===== config.mk =====
export PLATFORM = sky130hd
export DESIGN_NAME = draw_shape_ctrl
export DESIGN_NICKNAME = d
export VERILOG_FILES = /design/src/rtl/draw_pkg.sv /design/src/rtl/draw_btn_edge.sv /design/src/rtl/draw_shape_ctrl.sv
export SDC_FILE = /design/constraint.sdc
export NUM_CORES = 1
export LEC_CHECK = 0
export ABC_AREA = 1
export CAP_MARGIN = 20
export CELL_PAD_IN_SITES_DETAIL_PLACEMENT = 2
export CELL_PAD_IN_SITES_GLOBAL_PLACEMENT = 2
export CORE_ASPECT_RATIO = 1.2
export CORE_MARGIN = 2
export CORE_UTILIZATION = 26
export DETAILED_ROUTE_END_ITERATION = 8
export PLACE_DENSITY_LB_ADDON = 0.1
export SYNTH_ARGS = -nofsm -noshare
export SYNTH_HDL_FRONTEND = slang
export SYNTH_SLANG_ARGS = --single-unit

===== constraint.sdc =====
create_clock -name clk -period 1.35 [get_ports clk]
set_input_delay 0.135 -clock clk [delete_from_list [all_inputs] [get_ports clk]]
set_output_delay 0.135 -clock clk [all_outputs]
set_load 0.03 [all_outputs]

===== src/rtl/draw_pkg.sv =====
// Shared definitions for the drawing-mode controller: mode encodings,
// per-mode point requirements and the controller state type.
package draw_pkg;

    localparam int MODE_FREEHAND = 0;
    localparam int MODE_LINE     = 1;
    localparam int MODE_RECT     = 2;
    localparam int MODE_SPRAY    = 3;
    localparam int MODE_TRIANGLE = 4;
    localparam int MODE_CIRCLE   = 5;

    typedef enum logic {
        COLLECT,
        PENDING
    } state_t;

    // Circle is defined by its centre plus one rim point, hence two points.
    function automatic int pts_needed(input int m);
        case (m)
            MODE_FREEHAND, MODE_SPRAY:       pts_needed = 0;
            MODE_LINE, MODE_RECT:            pts_needed = 2;
            MODE_CIRCLE:                     pts_needed = 2;
            MODE_TRIANGLE:                   pts_needed = 3;
            default:                         pts_needed = 0;
        endcase
    endfunction

endpackage


===== src/rtl/draw_btn_edge.sv =====
// Registered rising-edge detector: one single-cycle press pulse per
// low-to-high transition of an already synchronised button level.
module btn_edge (
    input  logic clk,
    input  logic rst_n,
    input  logic btn,
    output logic press
);

    logic btn_prev;

    always_ff @(posedge clk or negedge rst_n) begin
        if (!rst_n) begin
            btn_prev <= 1'b0;
            press    <= 1'b0;
        end else begin
            btn_prev <= btn;
            press    <= btn & ~btn_prev;
        end
    end

endmodule


===== src/rtl/draw_shape_ctrl.sv =====
// Drawing-mode controller: steps through drawing modes, collects cursor
// points per shape and offers each finished shape on a valid/ready handshake.
module draw_shape_ctrl
    import draw_pkg::*;
#(
    parameter int COORD_W   = 8,
    parameter int NUM_MODES = 6,
    parameter int MAX_PTS   = 3
) (
    input  logic                           clk,
    input  logic                           rst_n,
    input  logic                           btn_mode,
    input  logic                           btn_point,
    input  logic                           btn_cancel,
    input  logic [COORD_W-1:0]             x_pos,
    input  logic [COORD_W-1:0]             y_pos,
    output logic [$clog2(NUM_MODES)-1:0]   mode,
    output logic [$clog2(MAX_PTS+1)-1:0]   pt_count,
    output logic [MAX_PTS*COORD_W-1:0]     pts_x,
    output logic [MAX_PTS*COORD_W-1:0]     pts_y,
    output logic                           shape_valid,
    output logic [$clog2(NUM_MODES)-1:0]   shape_mode,
    input  logic                           shape_ready,
    output logic                           busy
);

    localparam int MODE_W = $clog2(NUM_MODES);
    localparam int CNT_W  = $clog2(MAX_PTS+1);

    logic mode_press;
    logic point_press;
    logic cancel_press;

    state_t                   state_q, state_d;
    logic [MODE_W-1:0]        mode_q, mode_d;
    logic [CNT_W-1:0]         cnt_q, cnt_d;
    logic [MODE_W-1:0]        smode_q, smode_d;
    logic                     slot_we;
    logic [MAX_PTS*COORD_W-1:0] pts_x_q, pts_y_q;
    int                       need;

    btn_edge u_mode_edge (
        .clk   (clk),
        .rst_n (rst_n),
        .btn   (btn_mode),
        .press (mode_press)
    );

    btn_edge u_point_edge (
        .clk   (clk),
        .rst_n (rst_n),
        .btn   (btn_point),
        .press (point_press)
    );

    btn_edge u_cancel_edge (
        .clk   (clk),
        .rst_n (rst_n),
        .btn   (btn_cancel),
        .press (cancel_press)
    );

    always_ff @(posedge clk or negedge rst_n) begin
        if (!rst_n) begin
            state_q <= COLLECT;
            mode_q  <= '0;
            cnt_q   <= '0;
            smode_q <= '0;
        end else begin
            state_q <= state_d;
            mode_q  <= mode_d;
            cnt_q   <= cnt_d;
            smode_q <= smode_d;
        end
    end

    // Button priority in COLLECT is cancel, then mode, then point; PENDING ignores buttons.
    always_comb begin
        state_d = state_q;
        mode_d  = mode_q;
        cnt_d   = cnt_q;
        smode_d = smode_q;
        slot_we = 1'b0;
        need    = pts_needed(int'(mode_q));
        case (state_q)
            COLLECT: begin
                if (cancel_press) begin
                    cnt_d = '0;
                end else if (mode_press) begin
                    mode_d = (mode_q == MODE_W'(NUM_MODES-1)) ? '0 : mode_q + MODE_W'(1);
                    cnt_d  = '0;
                end else if (point_press && need > 0) begin
                    slot_we = 1'b1;
                    cnt_d   = cnt_q + CNT_W'(1);
                    if (int'(cnt_q) + 1 == need) begin
                        state_d = PENDING;
                        smode_d = mode_q;
                    end
                end
            end
            PENDING: begin
                if (shape_ready) begin
                    state_d = COLLECT;
                    cnt_d   = '0;
                end
            end
            default: state_d = COLLECT;
        endcase
    end

    // Slot storage is never cleared on transfer; only the slot at pt_count is written.
    always_ff @(posedge clk or negedge rst_n) begin
        if (!rst_n) begin
            pts_x_q <= '0;
            pts_y_q <= '0;
        end else begin
            for (int i = 0; i < MAX_PTS; i++) begin
                if (slot_we && cnt_q == CNT_W'(i)) begin
                    pts_x_q[i*COORD_W +: COORD_W] <= x_pos;
                    pts_y_q[i*COORD_W +: COORD_W] <= y_pos;
                end
            end
        end
    end

    assign mode        = mode_q;
    assign pt_count    = cnt_q;
    assign pts_x       = pts_x_q;
    assign pts_y       = pts_y_q;
    assign shape_valid = (state_q == PENDING);
    assign shape_mode  = smode_q;
    assign busy        = (state_q == PENDING);

endmodule


# Word-level counts from Yosys, hierarchy flattened
# Index checks and enable logic that the tools add are counted.
# classes
add_sub_neg	3
n_lt_le_gt_ge	1
eq_ne	9
mux	17
bitwise_logic	9
n_reduce_logical	9
# ops
op	n
equality test 4 x 32 -> 1 bit	1
greater-than comparator 32 x 1 -> 1 bit, second input constant	1
2-to-1 mux 1 bit	9
2-to-1 mux 2 bit	4
one-hot mux 2 bit (2 select lines)	2
equality test 3 bit, second input constant	2
NOT 1 bit	6
AND reduction 5 bit	1
logical AND 1 bit	4
!= test 4 x 2 -> 1 bit, second input constant	1
adder 2 x 1 -> 3 bit, second input constant	1
adder 3 x 1 -> 3 bit, second input constant	1
AND 1 bit	3
equality test 3 x 1 -> 1 bit, second input constant	1
equality test 3 x 2 -> 1 bit, second input constant	1
2-to-1 mux 3 bit	1
AND reduction 3 bit	1
OR reduction 3 bit	1
adder 2 x 1 -> 2 bit, second input constant	1
equality test 2 x 1 -> 1 bit, second input constant	1
equality test 2 bit, second input constant	1
zero test 2 bit	1
!= test 2 bit, second input constant	1
one-hot mux 1 bit (2 select lines)	1
AND reduction 2 bit	1
# word_totals
register_bits	63
input_bits	22

# Depth between registers and ports, before layout
# Gate-level depths: netlist of run 1.
# depth
ltp_word	10
mapped_depth	10

# By module
# Synthesis of run 1 repeated with hierarchy kept, for this count alone.
# hier_totals
cells_unflattened	296
area_unflattened_um2	2710.1
# modules_own_cells
module	instances	cells_each	area_each_um2	seq_area_each_um2
draw_shape_ctrl	1	284	2529.9	1426.4
btn_edge	3	4	60.1	50.0

# Least setup slack after synthesis of run 1
# OpenSTA, ideal clock, no wires.
# synth_timing
path_type	register -> register
start	reg mode_q[1], in the netlist mode[1]
end	reg pts_x_q[15], in the netlist pts_x[15]
t_arrival_ps	1446
required_ps	1230
slack_ps	-216
path_stages_with_launch	11
synth_period_minus_slack_ps	1566
path_cell_list	dfrtp_1 inv_2 nand2_2 nand3_2 nand2_4 nand2_4 nor2_8 nand2_4 buf_6 nand2_1 o21ai_2
# synth_via
elab_chain_len	10
elab_cells_between_ends	13
# synth_rtl
item	line	rtl
start, declared	draw_shape_ctrl.sv:35	logic [MODE_W-1:0] mode_q, mode_d;
start signal, assigned	draw_shape_ctrl.sv:71	mode_q <= mode_d;
equality test 3 bit, or another cell as far along	draw_pkg.sv:19	case (m)
OR reduction 3 bit (no line)	--	
one-hot mux 2 bit (2 select lines) (*)	draw_pkg.sv:19	
greater-than comparator 32 x 1 -> 1 bit (*)	draw_shape_ctrl.sv:92	end else if (point_press && need > 0) begin
logical AND 1 bit (*)	draw_shape_ctrl.sv:92	
2-to-1 mux 1 bit (*)	draw_shape_ctrl.sv:92	
2-to-1 mux 1 bit (*)	draw_shape_ctrl.sv:89	end else if (mode_press) begin
2-to-1 mux 1 bit (*)	draw_shape_ctrl.sv:87	if (cancel_press) begin
2-to-1 mux 1 bit (*)	draw_shape_ctrl.sv:85	case (state_q)
logical AND 1 bit (*)	draw_shape_ctrl.sv:118	if (slot_we && cnt_q == CNT_W'(i)) begin
end signal, assigned by index	draw_shape_ctrl.sv:119	pts_x_q[i*COORD_W +: COORD_W] <= x_pos;
end, declared	draw_shape_ctrl.sv:39	logic [MAX_PTS*COORD_W-1:0] pts_x_q, pts_y_q;
# Mark *: on every way between the ends. The rest lies on a longest branch, timed or not.
# A chain may end at the register's enable or synchronous reset.

# Final worst setup path of run 1
# layout_timing
start	reg mode_q[1], in the netlist mode[1]
end	reg pts_y_q[13], in the netlist pts_y[13]
# layout_via
elab_chain_len	10
elab_cells_between_ends	13
# layout_rtl
item	line	rtl
equality test 3 bit, or another cell as far along	draw_pkg.sv:19	
OR reduction 3 bit (no line)	--	
one-hot mux 2 bit (2 select lines) (*)	draw_pkg.sv:19	
greater-than comparator 32 x 1 -> 1 bit (*)	draw_shape_ctrl.sv:92	
logical AND 1 bit (*)	draw_shape_ctrl.sv:92	
2-to-1 mux 1 bit (*)	draw_shape_ctrl.sv:92	
2-to-1 mux 1 bit (*)	draw_shape_ctrl.sv:89	
2-to-1 mux 1 bit (*)	draw_shape_ctrl.sv:87	
2-to-1 mux 1 bit (*)	draw_shape_ctrl.sv:85	
logical AND 1 bit (*)	draw_shape_ctrl.sv:118	
end signal, assigned by index	draw_shape_ctrl.sv:120	pts_y_q[i*COORD_W +: COORD_W] <= y_pos;
end, declared	draw_shape_ctrl.sv:39	
# Marks and branches as above.

==> flow_metrics.tcl, run 1 <==
set metrics [dict create \
    initial_utilization_pct 26.8 \
    grt_pass1_vias 2473 \
    synth_area_mm2 0.00270 \
    hold_end "u_mode_edge.btn_prev$_DFF_PN0_" \
    seqPwrFrac_pct 31.3 \
    wirelength_um 8430 \
    crit_chain "inv_4 -> nand2_4 -> nand3_4 -> nand2_4 -> nand2_4 -> nor2_8 -> nand2_4 -> buf_12 -> nand2_1 -> o21ai_1" \
    cts_tree "done" \
    switchingPower_w 0.00462 \
    finalWorstSetupSlack_ns -0.191 \
    die_x_um 97.0 \
    ir_worst_vdd_uv 973 \
    path_max_fanout 16 \
    portBuffers 79 \
    cpMaxStageDelayCell "dfrtp_2" \
    synth.distinct_cells 19 \
    p_int_w 0.00598 \
    drt-pass1-iter-count 2 \
    avgSynthCellArea_um2 10.7 \
    dp.final_hpwl_um 5170 \
    grt_pass1_wl_um 12800 \
    fin_nets 397 \
    finalCritPeriodShare_pct 114 \
    grt_overflow 0 \
    seq_area_frac_synth_pct 58.4 \
    numCtsBuffers 9 \
    area_growth_pct 65.1 \
    dieArea_mm2 0.0112 \
    whs_path_depth 1 \
    min_period_ns 1.54 \
    cts_num_sinks 63 \
    drc_errors 0 \
    powerDensity_mw_per_mm2 2380 \
    synth_mux_area_share_pct 0 \
    antenna_found_initial 0 \
    end_kind "flop" \
    via_per_inst 4.45 \
    synth-seq-cells 63 \
    cts.path.max_buffers 2 \
    violations "negative setup slack" \
    maxSlewViolCount 0 \
    rsz0062_at_grt "yes" \
    die_y_um 116 \
    r2r_cells 10 \
    yosys.area_share.adder_pct 1.85 \
    clkSlewWorstSetupHoldPaths_ns 0.06 \
    rows 40 \
    place_ws_ns -0.159 \
    synth_xor_area_share_pct 0.324 \
    max-slew-margin-rel_pct 76.5 \
    drv_cap 0 \
    coreArea_mm2 0.0101 \
    hold_path_startpoint "btn_mode" \
    p_sw_share_pct 43.6 \
    power_frac_clock_pct 19.6 \
    yosys.area_share.simple_pct 15.3 \
    pwr-share-comb_pct 49.1 \
    top_level_ports 80 \
    status "finished with violations" \
    insertion_delay_ns 0.32 \
    n_antenna_cell 0 \
    cts_max_level 3 \
    cts-root-buf "clkbuf_16" \
    timing.rr.end "pts_y[13]$_DFFE_PN0P_" \
    start_kind "flop" \
    grt_max_degree 64 \
    crit_type "flop to flop" \
    max_stage_delay_ns 0.44 \
    layout-drive-gt1-share_pct 45.2 \
    synth_compound_area_share_pct 16.2 \
    clock-skew-final_ns 0.00589 \
    setup_viol 54 \
    drt-initial-drc-count 72 \
    leakage_nw 2.10 \
    arrival_ns 1.75 \
    grt_util_all_layers_pct 14.7 \
    num_vias 2232 \
    cpMostUsedCell "nand2_4" \
    synth_cells 252 \
    gp_congestion 0.718 \
    hold_viol 0 \
    r2r_slack_ns -0.19 \
    fmax_mhz 649 \
    crit_required_ns 1.55 \
    r2r_start "mode[1]$_DFFE_PN0P_" \
    yosys_warnings 0 \
    syn-num-nets 278 \
    total_power_w 0.0106 \
    worst_slew_pin_slew_ns 0.352 \
    synth_top_family_by_area "compound AO/OA/AOI/OAI gates" \
    detail_route.wl_per_cell_um 16.8 \
    worstHoldPathType "input port to flop" \
    detail-route-antenna-nets 0 \
]
[sequential cells by signal, indices dropped and copies added (netlist names)]
register	flops
pts_x	24
pts_y	24
mode	3
shape_mode	3
pt_count	2
busy	1
u_cancel_edge.btn_prev	1
u_cancel_edge.press	1
u_mode_edge.btn_prev	1
u_mode_edge.press	1
u_point_edge.btn_prev	1
u_point_edge.press	1
[through the flow]
step	area, µm²	setup TNS [ns]	hold WS (ns)	std cells	utilization, %
2_1_floorplan	2760	-5.15	-0.161	252	-
3_3_place_gp	3840	-3.81	0.187	471	38.2
3_5_place_dp	3840	-6.56	0.184	471	38.2
4_1_cts	4280	-6.26	0.284	494	42.5
5_1_grt	4460	-12.17	0.291	502	44.3
6_report	4460	-8.68	0.288	502	44.3
[layout by cell type, fill, tap and decap left out, drive strengths merged]
cell type	synthesis	layout
nand2	71	71
dfrtp	63	63
o21ai	54	54
dlygate4sd2	0	51
buf	10	40
inv	28	28
clkdlybuf4s50	0	20
clkbuf	0	14
nor2	10	10
nand3	8	8
ha	4	4
clkinvlp	0	3
clkinv	0	3
a21oi	2	2
clkdlybuf4s15	0	2
nand3b	1	1
xor2	1	1
dlygate4sd3	0	1
[per-layer routing]
metal	up-vias	global-route usage, %	part of all wire [%]
met5	-	0	0
met4	0	6.48	1.6
met3	11	4.95	5.4
met2	49	26.1	54
met1	1131	16.1	39
li1	1041	-	-
[worst max-delay path, delay by kind of cell, from the launching register on]
kind,cells,cell delay [ns]
simple gates,7,0.68
compound gates,1,0.06
flops,1,0.44
buf+inv,2,0.24
[what timing repair did]
| action | in CTS | in global routing |
|---|---|---|
| setup endpoints to repair | 110 | 58 |
| pin swaps | 1 | 1 |
| buffers inserted | 4 | 6 |
| endpoints found under the hold margin | 63 | 0 |
| cloned | 2 | 2 |
| hold buffers | 1 | 0 |
| resized for setup | 110 | 37 |
[Yosys cell counts, drive strengths merged]
library cell	instances	area share (%)
nand2	71	11
xor2	1	0.32
ha	4	1.9
buf	10	4.0
nand3	8	1.7
a21oi	2	0.37
dfrtp	63	58
nand3b	1	0.28
inv	28	3.9
nor2	10	2.0
o21ai	54	16
[cell families (layout without fill, tap and decap cells)]
logic type / count (synthesis) / after routing
buffers and inverters: 38 / 162
xor gates and xnor gates: 1 / 1
DFF: 63 / 63
AOI/OAI and AO/OA: 56 / 56
and+or+nand+nor: 90 / 90
adders and majority gates: 4 / 4
[final cells by class]
type	count	area (µm²)
Clock buffer	10	229
Clock inverter	6	37.5
Fill cell	1054	5600
Inverter	28	110
Multi-Input combinational cell	151	1200
Sequential cell	63	1580
Tap cell	126	158
Timing Repair Buffer	118	1140
[power by group through the flow]
stage | Combinational, W | Clock (W) | Sequential, W
after global routing | 0.00560 | 0.00223 | 0.00344
after CTS | 0.00496 | 0.00214 | 0.00328
after floorplan | 0.00139 | 0 | 0.00457
after detailed placement | 0.00505 | 0 | 0.00321
after global placement | 0.00496 | 0 | 0.00319
final | 0.00521 | 0.00208 | 0.00331
[how the worst max path moves through the flow]
stage / from / to / depth (start not counted)
global route: mode[0]$_DFFE_PN0P_ / pts_y[13]$_DFFE_PN0P_ / 10
CTS: mode[1]$_DFFE_PN0P_ / pts_y[13]$_DFFE_PN0P_ / 9
detailed placement: mode[1]$_DFFE_PN0P_ / pts_x[0]$_DFFE_PN0P_ / 10
global placement: pt_count[1]$_DFFE_PN0P_ / shape_mode[2]$_DFFE_PN0P_ / 8
finish: mode[1]$_DFFE_PN0P_ / pts_y[13]$_DFFE_PN0P_ / 10
floorplan: mode[1]$_DFFE_PN0P_ / pts_x[15]$_DFFE_PN0P_ / 10
No activity file was read; power rests on OpenSTA's default activity.
==> run 2: changes to the inputs <==
==> constraint.sdc (replaced) <==
create_clock -name clk -period 1.3 [get_ports clk]
set_input_delay 0.13 -clock clk [delete_from_list [all_inputs] [get_ports clk]]
set_output_delay 0.13 -clock clk [all_outputs]
set_load 0.03 [all_outputs]
==> run 2 against run 1 <==
  * The flow still finishes with violations (negative setup slack)
  * Sequential cell count did not move
  * Clock skew decreased by 0.0017 ns
  * Sequential power up 3%
  * Count of clock-buffer cells in the layout fell by 1
  * Fmax rose by 5.1%
  * Die area unchanged
  * Cell count is 1.2% lower
  * Critical endpoint is now pts_x[11]$_DFFE_PN0P_
  * Register-to-register slack improved by 0.03 ns
  * Clock power grew 24%
==> flow_metrics.tcl, run 2 (synthesis gave the netlist of run 1 again) <==
set metrics [dict create \
    status "finished with violations" \
    violations "negative setup slack" \
    via_per_inst 4.37 \
    grt_util_all_layers_pct 15.0 \
    switchingPower_w 0.00461 \
    pwr-share-comb_pct 45.9 \
    leakage_nw 2.06 \
    arrival_ns 1.67 \
    fin_nets 391 \
    grt_pass1_wl_um 13000 \
    place_ws_ns -0.165 \
    wirelength_um 7810 \
    coreArea_mm2 0.0101 \
    fmax_mhz 682 \
    drt-initial-drc-count 42 \
    powerDensity_mw_per_mm2 2530 \
    fin_cells 496 \
    cpMostUsedCell "nand2_4" \
    p_int_w 0.00647 \
    timing.rr.end "pts_x[11]$_DFFE_PN0P_" \
    hold_path_startpoint "btn_point" \
    cts_tree "done" \
    hold_slack_ns 0.273 \
    p_sw_share_pct 41.6 \
    dieArea_mm2 0.0112 \
    insertion_delay_ns 0.33 \
    path_max_fanout 8 \
    final_common_cell "dfrtp_1" \
    worst_slew_pin_slew_ns 0.453 \
    r2r_start "mode[0]$_DFFE_PN0P_" \
    num_vias 2168 \
    antenna_found_initial 0 \
    setup_viol 54 \
    cts.path.max_buffers 2 \
    area_growth_pct 62.0 \
    rows 40 \
    gp_congestion 0.704 \
    hold_end "u_point_edge.btn_prev$_DFF_PN0_" \
    die_x_um 97.0 \
    whs_path_depth 1 \
    power_frac_clock_pct 23.3 \
    grt_pass1_vias 2481 \
    rsz0062_at_grt "yes" \
    max_stage_delay_ns 0.44 \
    path_depth 9 \
    die_y_um 116 \
    crit_required_ns 1.51 \
    initial_utilization_pct 26.8 \
    drt-pass1-iter-count 4 \
    maxSlewViolCount 0 \
    grt_max_degree 24 \
    nFillCells 1042 \
    r2r_cells 9 \
    finalWorstSetupSlack_ns -0.166 \
    detail-route-antenna-nets 0 \
    numCtsBuffers 9 \
    start_kind "flop" \
    multi_input_area_mm2 0.00110 \
    grt_overflow 0 \
    n_antenna_cell 0 \
    drv_cap 0 \
    ir_worst_vdd_uv 907 \
    hold_viol 0 \
    layout-drive-gt1-share_pct 47.6 \
    dp_cells 473 \
    max-slew-margin-rel_pct 69.8 \
    cts_num_sinks 63 \
    finalCritPeriodShare_pct 113 \
    portBuffers 79 \
    cts_max_level 3 \
    worst-path-buf-inv 1 \
    top_level_ports 80 \
    utilization_pct 43.5 \
    worstHoldPathType "input port to flop" \
    r2r_slack_ns -0.17 \
    layout_common_cells "58 x dfrtp_1, 47 x o21ai_2, 42 x nand2_2, 41 x dlygate4sd2_1" \
    end_kind "flop" \
    detail_route.wl_per_cell_um 15.8 \
    clock-skew-final_ns 0.00417 \
    dp.final_hpwl_um 5450 \
    crit_chain "nand2_2 -> nand3_2 -> nand2_4 -> nand2_4 -> nor2_8 -> nand2_4 -> buf_12 -> nand2_4 -> o21ai_2" \
    cts-root-buf "clkbuf_16" \
    tns_ns -7.14 \
    seqPwrFrac_pct 30.8 \
    clkSlewWorstSetupHoldPaths_ns 0.06 \
    critical-path-top-delay-family "simple AND/OR/NAND/NOR gates" \
    cpMaxStageDelayCell "dfrtp_2" \
    regArea_mm2 0.00158 \
    drc_errors 0 \
    crit_type "flop to flop" \
    min_period_ns 1.47 \
]
==> run 2: cell types whose count changed in the layout (fill, tap and decap cells not counted), moves of 3 or more <==
cell             previous run  this run
nand2_4                    26        12
inv_2                       2         5
nand2_2                    22        42
buf_12                      5        10
buf_4                      28        23
nand2_1                    22        17
clkdlybuf4s15_1             1         6
dlygate4sd2_1              51        41
==> run 2: final cells by class <==
cell class	count	share of cell area, %
well taps	126	3.60
clock inverters	7	2.23
clock buffers	9	5.15
flip-flops and latches	63	36.2
repair buffers	112	25.2
multi-input cells	151	25.2
inverters	28	2.40
==> run 2: timing repair <==
item	CTS	global route
hold buffers	1	0
buffers inserted	4	2
endpoints found under the hold margin	13	0
gates resized for setup	97	34
setup endpoints to repair	109	58
cloned	0	1
pin swaps	2	1
==> run 2: power groups by stage <==
stage / registers, W / clock network, W / logic [W]
after floorplan: 0.00475 / 0 / 0.00144
after global placement: 0.00334 / 0 / 0.00519
after detailed placement: 0.00335 / 0 / 0.00528
after CTS: 0.00337 / 0.00267 / 0.00501
after global routing: 0.00353 / 0.00273 / 0.00549
final: 0.00341 / 0.00258 / 0.00508
==> run 2: metal layers <==
metal | up-vias | wire (µm) | GRT usage, %
met5 | - | 0 | 0
met4 | 0 | 89 | 5.35
met3 | 5 | 424 | 4.95
met2 | 48 | 4070 | 26.3
met1 | 1088 | 3230 | 17.1
li1 | 1027 | - | -
==> run 2: per-stage QoR <==
step / area (µm²) / power [W]
2_1_floorplan: 2760 / 0.00619
3_3_place_gp: 3910 / 0.00853
3_5_place_dp: 3910 / 0.00863
4_1_cts: 4270 / 0.0111
5_1_grt: 4370 / 0.0117
6_report: 4370 / 0.0111
==> run 2: worst reg2reg max path: stages, from the launching register on <==
cell     delay [ns]
dfrtp_2        0.44
nand2_2        0.09
nand3_2        0.11
nand2_4        0.08
nand2_4        0.07
nor2_8         0.16
nand2_4        0.12
buf_12         0.17
nand2_4        0.06
o21ai_2        0.06
==> run 2: how the worst max path moves through the flow <==
stage,startpoint,to,slack [ns]
floorplan,mode[1]$_DFFE_PN0P_,pts_x[15]$_DFFE_PN0P_,-0.17
global placement,mode[2]$_DFFE_PN0P_,shape_mode[2]$_DFFE_PN0P_,-0.12
detailed placement,mode[0]$_DFFE_PN0P_,pts_y[6]$_DFFE_PN0P_,-0.16
CTS,mode[1]$_DFFE_PN0P_,pts_y[16]$_DFFE_PN0P_,-0.17
global route,mode[0]$_DFFE_PN0P_,pts_x[13]$_DFFE_PN0P_,-0.25
finish,mode[0]$_DFFE_PN0P_,pts_x[11]$_DFFE_PN0P_,-0.17
==> run 3: changes to the inputs <==
--- a/config.mk
+++ b/config.mk
@@ -12,8 +12,9 @@
 export CORE_ASPECT_RATIO = 1.2
 export CORE_MARGIN = 2
 export CORE_UTILIZATION = 26
+export CTS_BUF_LIST = sky130_fd_sc_hd__clkbuf_16
 export DETAILED_ROUTE_END_ITERATION = 8
-export PLACE_DENSITY_LB_ADDON = 0.1
+export PLACE_DENSITY = 0.77
 export SYNTH_ARGS = -nofsm -noshare
 export SYNTH_HDL_FRONTEND = slang
 export SYNTH_SLANG_ARGS = --single-unit
==> run 3 against run 2 <==
  * The run still ends with negative setup slack left
  * Critical path depth did not move
  * Power up 1.4%
  * Via count is 1.3% higher
  * Clock power grew 7%
  * Count of clock-buffer cells in the layout stayed put
  * Core utilization decreased by 0.42 points
  * Non-clock buffer count is 1 higher
  * Cell count increased by 0.20%
  * Global-route usage up 0.60 points
  * Cell area decreased by 0.97%
  * First-iteration DRC count up 40%
  * Largest cell class unchanged
  * Largest power group unchanged
==> flow_metrics.tcl, run 3 (synthesis gave the netlist of run 1 again) <==
set metrics [dict create \
    worstHoldPathType "input port to flop" \
    cts.path.max_buffers 2 \
    grt_pass1_wl_um 13500 \
    drt-pass1-iter-count 4 \
    final_common_cell "dfrtp_1" \
    hold_viol 0 \
    end_kind "flop" \
    gp_congestion 0.732 \
    clkSlewWorstSetupHoldPaths_ns 0.05 \
    violations "negative setup slack" \
    setup_viol 53 \
    drv_cap 0 \
    via_per_inst 4.42 \
    utilization_pct 43.1 \
    cts_tree "done" \
    cp-startpoint "mode[0]$_DFFE_PN0P_" \
    top_level_ports 80 \
    numCtsBuffers 9 \
    initial_utilization_pct 26.8 \
    finalCritPeriodShare_pct 116 \
    status "finished with violations" \
    worst_slew_pin_slew_ns 0.356 \
    num_vias 2197 \
    cts_num_sinks 63 \
    wirelength_um 8360 \
    n_antenna_cell 0 \
    r2r_slack_ns -0.21 \
    arrival_ns 1.73 \
    insertion_delay_ns 0.34 \
    grt_util_all_layers_pct 15.6 \
    dp.final_hpwl_um 5530 \
    grt_max_degree 64 \
    cts-root-buf "clkbuf_16" \
    tns_ns -8.61 \
    max-slew-margin-rel_pct 76.3 \
    fin_cells 497 \
    ir_worst_vdd_uv 902 \
    drt-initial-drc-count 59 \
    timing.rr.end "pts_x[9]$_DFFE_PN0P_" \
    placedInstanceArea_mm2 0.00385 \
    r2r_cells 9 \
    grt_pass1_vias 2516 \
    rsz0062_at_grt "yes" \
    area_growth_pct 60.4 \
    finalWorstSetupSlack_ns -0.207 \
    critPathCapture "pts_x[9]$_DFFE_PN0P_" \
    detail_route.wl_per_cell_um 16.8 \
    start_kind "flop" \
    clock-skew-final_ns 0.00832 \
    antenna_found_initial 0 \
    cts_max_level 3 \
    layout-drive-gt1-share_pct 39.9 \
    r2r_start "mode[0]$_DFFE_PN0P_" \
    powerDensity_mw_per_mm2 2590 \
    detail-route-antenna-nets 0 \
    dieArea_mm2 0.0112 \
    leakage_nw 2.09 \
    crit_type "flop to flop" \
    portBuffers 79 \
    design_area_mm2 0.00433 \
    rows 40 \
    coreArea_mm2 0.0101 \
    min_period_ns 1.51 \
    grt_overflow 0 \
    die_x_um 97.0 \
    crit_required_ns 1.52 \
    drc_errors 0 \
    die_y_um 116 \
    maxSlewViolCount 0 \
    fin_nets 392 \
    path_max_fanout 22 \
    total_power_w 0.0112 \
    layout_common_cells "58 x dfrtp_1, 47 x dlygate4sd2_1, 43 x o21ai_2, 41 x nand2_1, 24 x nand2_2" \
    fmax_mhz 663 \
    dp_cells 470 \
]
-- run 3: changes by cell type in the layout (fill, tap and decap cells not counted), sizes merged --
cell and change:
buf -2, bufinv +1, clkbuf -1, clkdlybuf4s15 -2
clkinvlp -1, dlygate4sd2 +6
-- run 3: timing repair --
action	in CTS	in global routing
setup buffers	6	2
hold buffers	1	0
gates cloned	0	3
pin swaps	5	8
endpoints found under the hold margin	63	0
endpoints found under the setup margin	111	56
resized for setup	96	10
-- run 3: how the worst min path moves through the flow --
stage / end / depth (start not counted) / start / slack (ns)
finish: u_mode_edge.btn_prev$_DFF_PN0_ / 1 / btn_mode / 0.28
global route: u_mode_edge.btn_prev$_DFF_PN0_ / 1 / btn_mode / 0.28
CTS: u_cancel_edge.btn_prev$_DFF_PN0_ / 1 / btn_cancel / 0.27
detailed placement: u_cancel_edge.btn_prev$_DFF_PN0_ / 2 / rst_n / 0.18
global placement: u_cancel_edge.press$_DFF_PN0_ / 2 / rst_n / 0.17
floorplan: busy$_DFF_PN0_ / 0 / rst_n / -0.17
-- run 3: critical path, stage by stage, from the launching register on --
cell	delay (ns)
dfrtp_2	0.43
nand2_2	0.12
nand3_4	0.09
nand2_4	0.09
nand2_4	0.06
nor2_8	0.17
nand2_4	0.10
buf_12	0.17
nand2_1	0.09
o21ai_2	0.05
-- run 3: where the power goes --
group          total (W)  internal [W]  switching (W)
registers        0.00330       0.00274       0.000562
clock network    0.00275       0.00186       0.000896
logic            0.00517       0.00199        0.00318
total             0.0112       0.00659        0.00464
-- run 3: layer usage --
metal | part of all wire, % | routed length (µm) | vias up | global-route usage (%)
met3 | 4.7 | 393 | 11 | 4.46
met4 | 1.9 | 155 | 0 | 7.42
met1 | 42 | 3540 | 1094 | 18.4
met5 | 0 | 0 | - | 0
met2 | 51 | 4280 | 60 | 26.3
li1 | - | - | 1032 | -
-- run 3: final cells by class --
cell class                 instances  area [µm²]
fill                            1052        5730
sequential                        63        1580
timing repair buffer             113        1130
multi-input combinational        151        1020
clock buffer                       9         225
tap                              126         158
clock inverter                     7         111
inverter                          28         108
-- run 3: through the flow --
step	worst slack [ns]	hold slack, ns
floorplan	-0.170	-0.166
global placement	-0.141	0.172
detailed placement	-0.248	0.178
CTS	-0.229	0.265
global route	-0.291	0.280
finish	-0.207	0.278
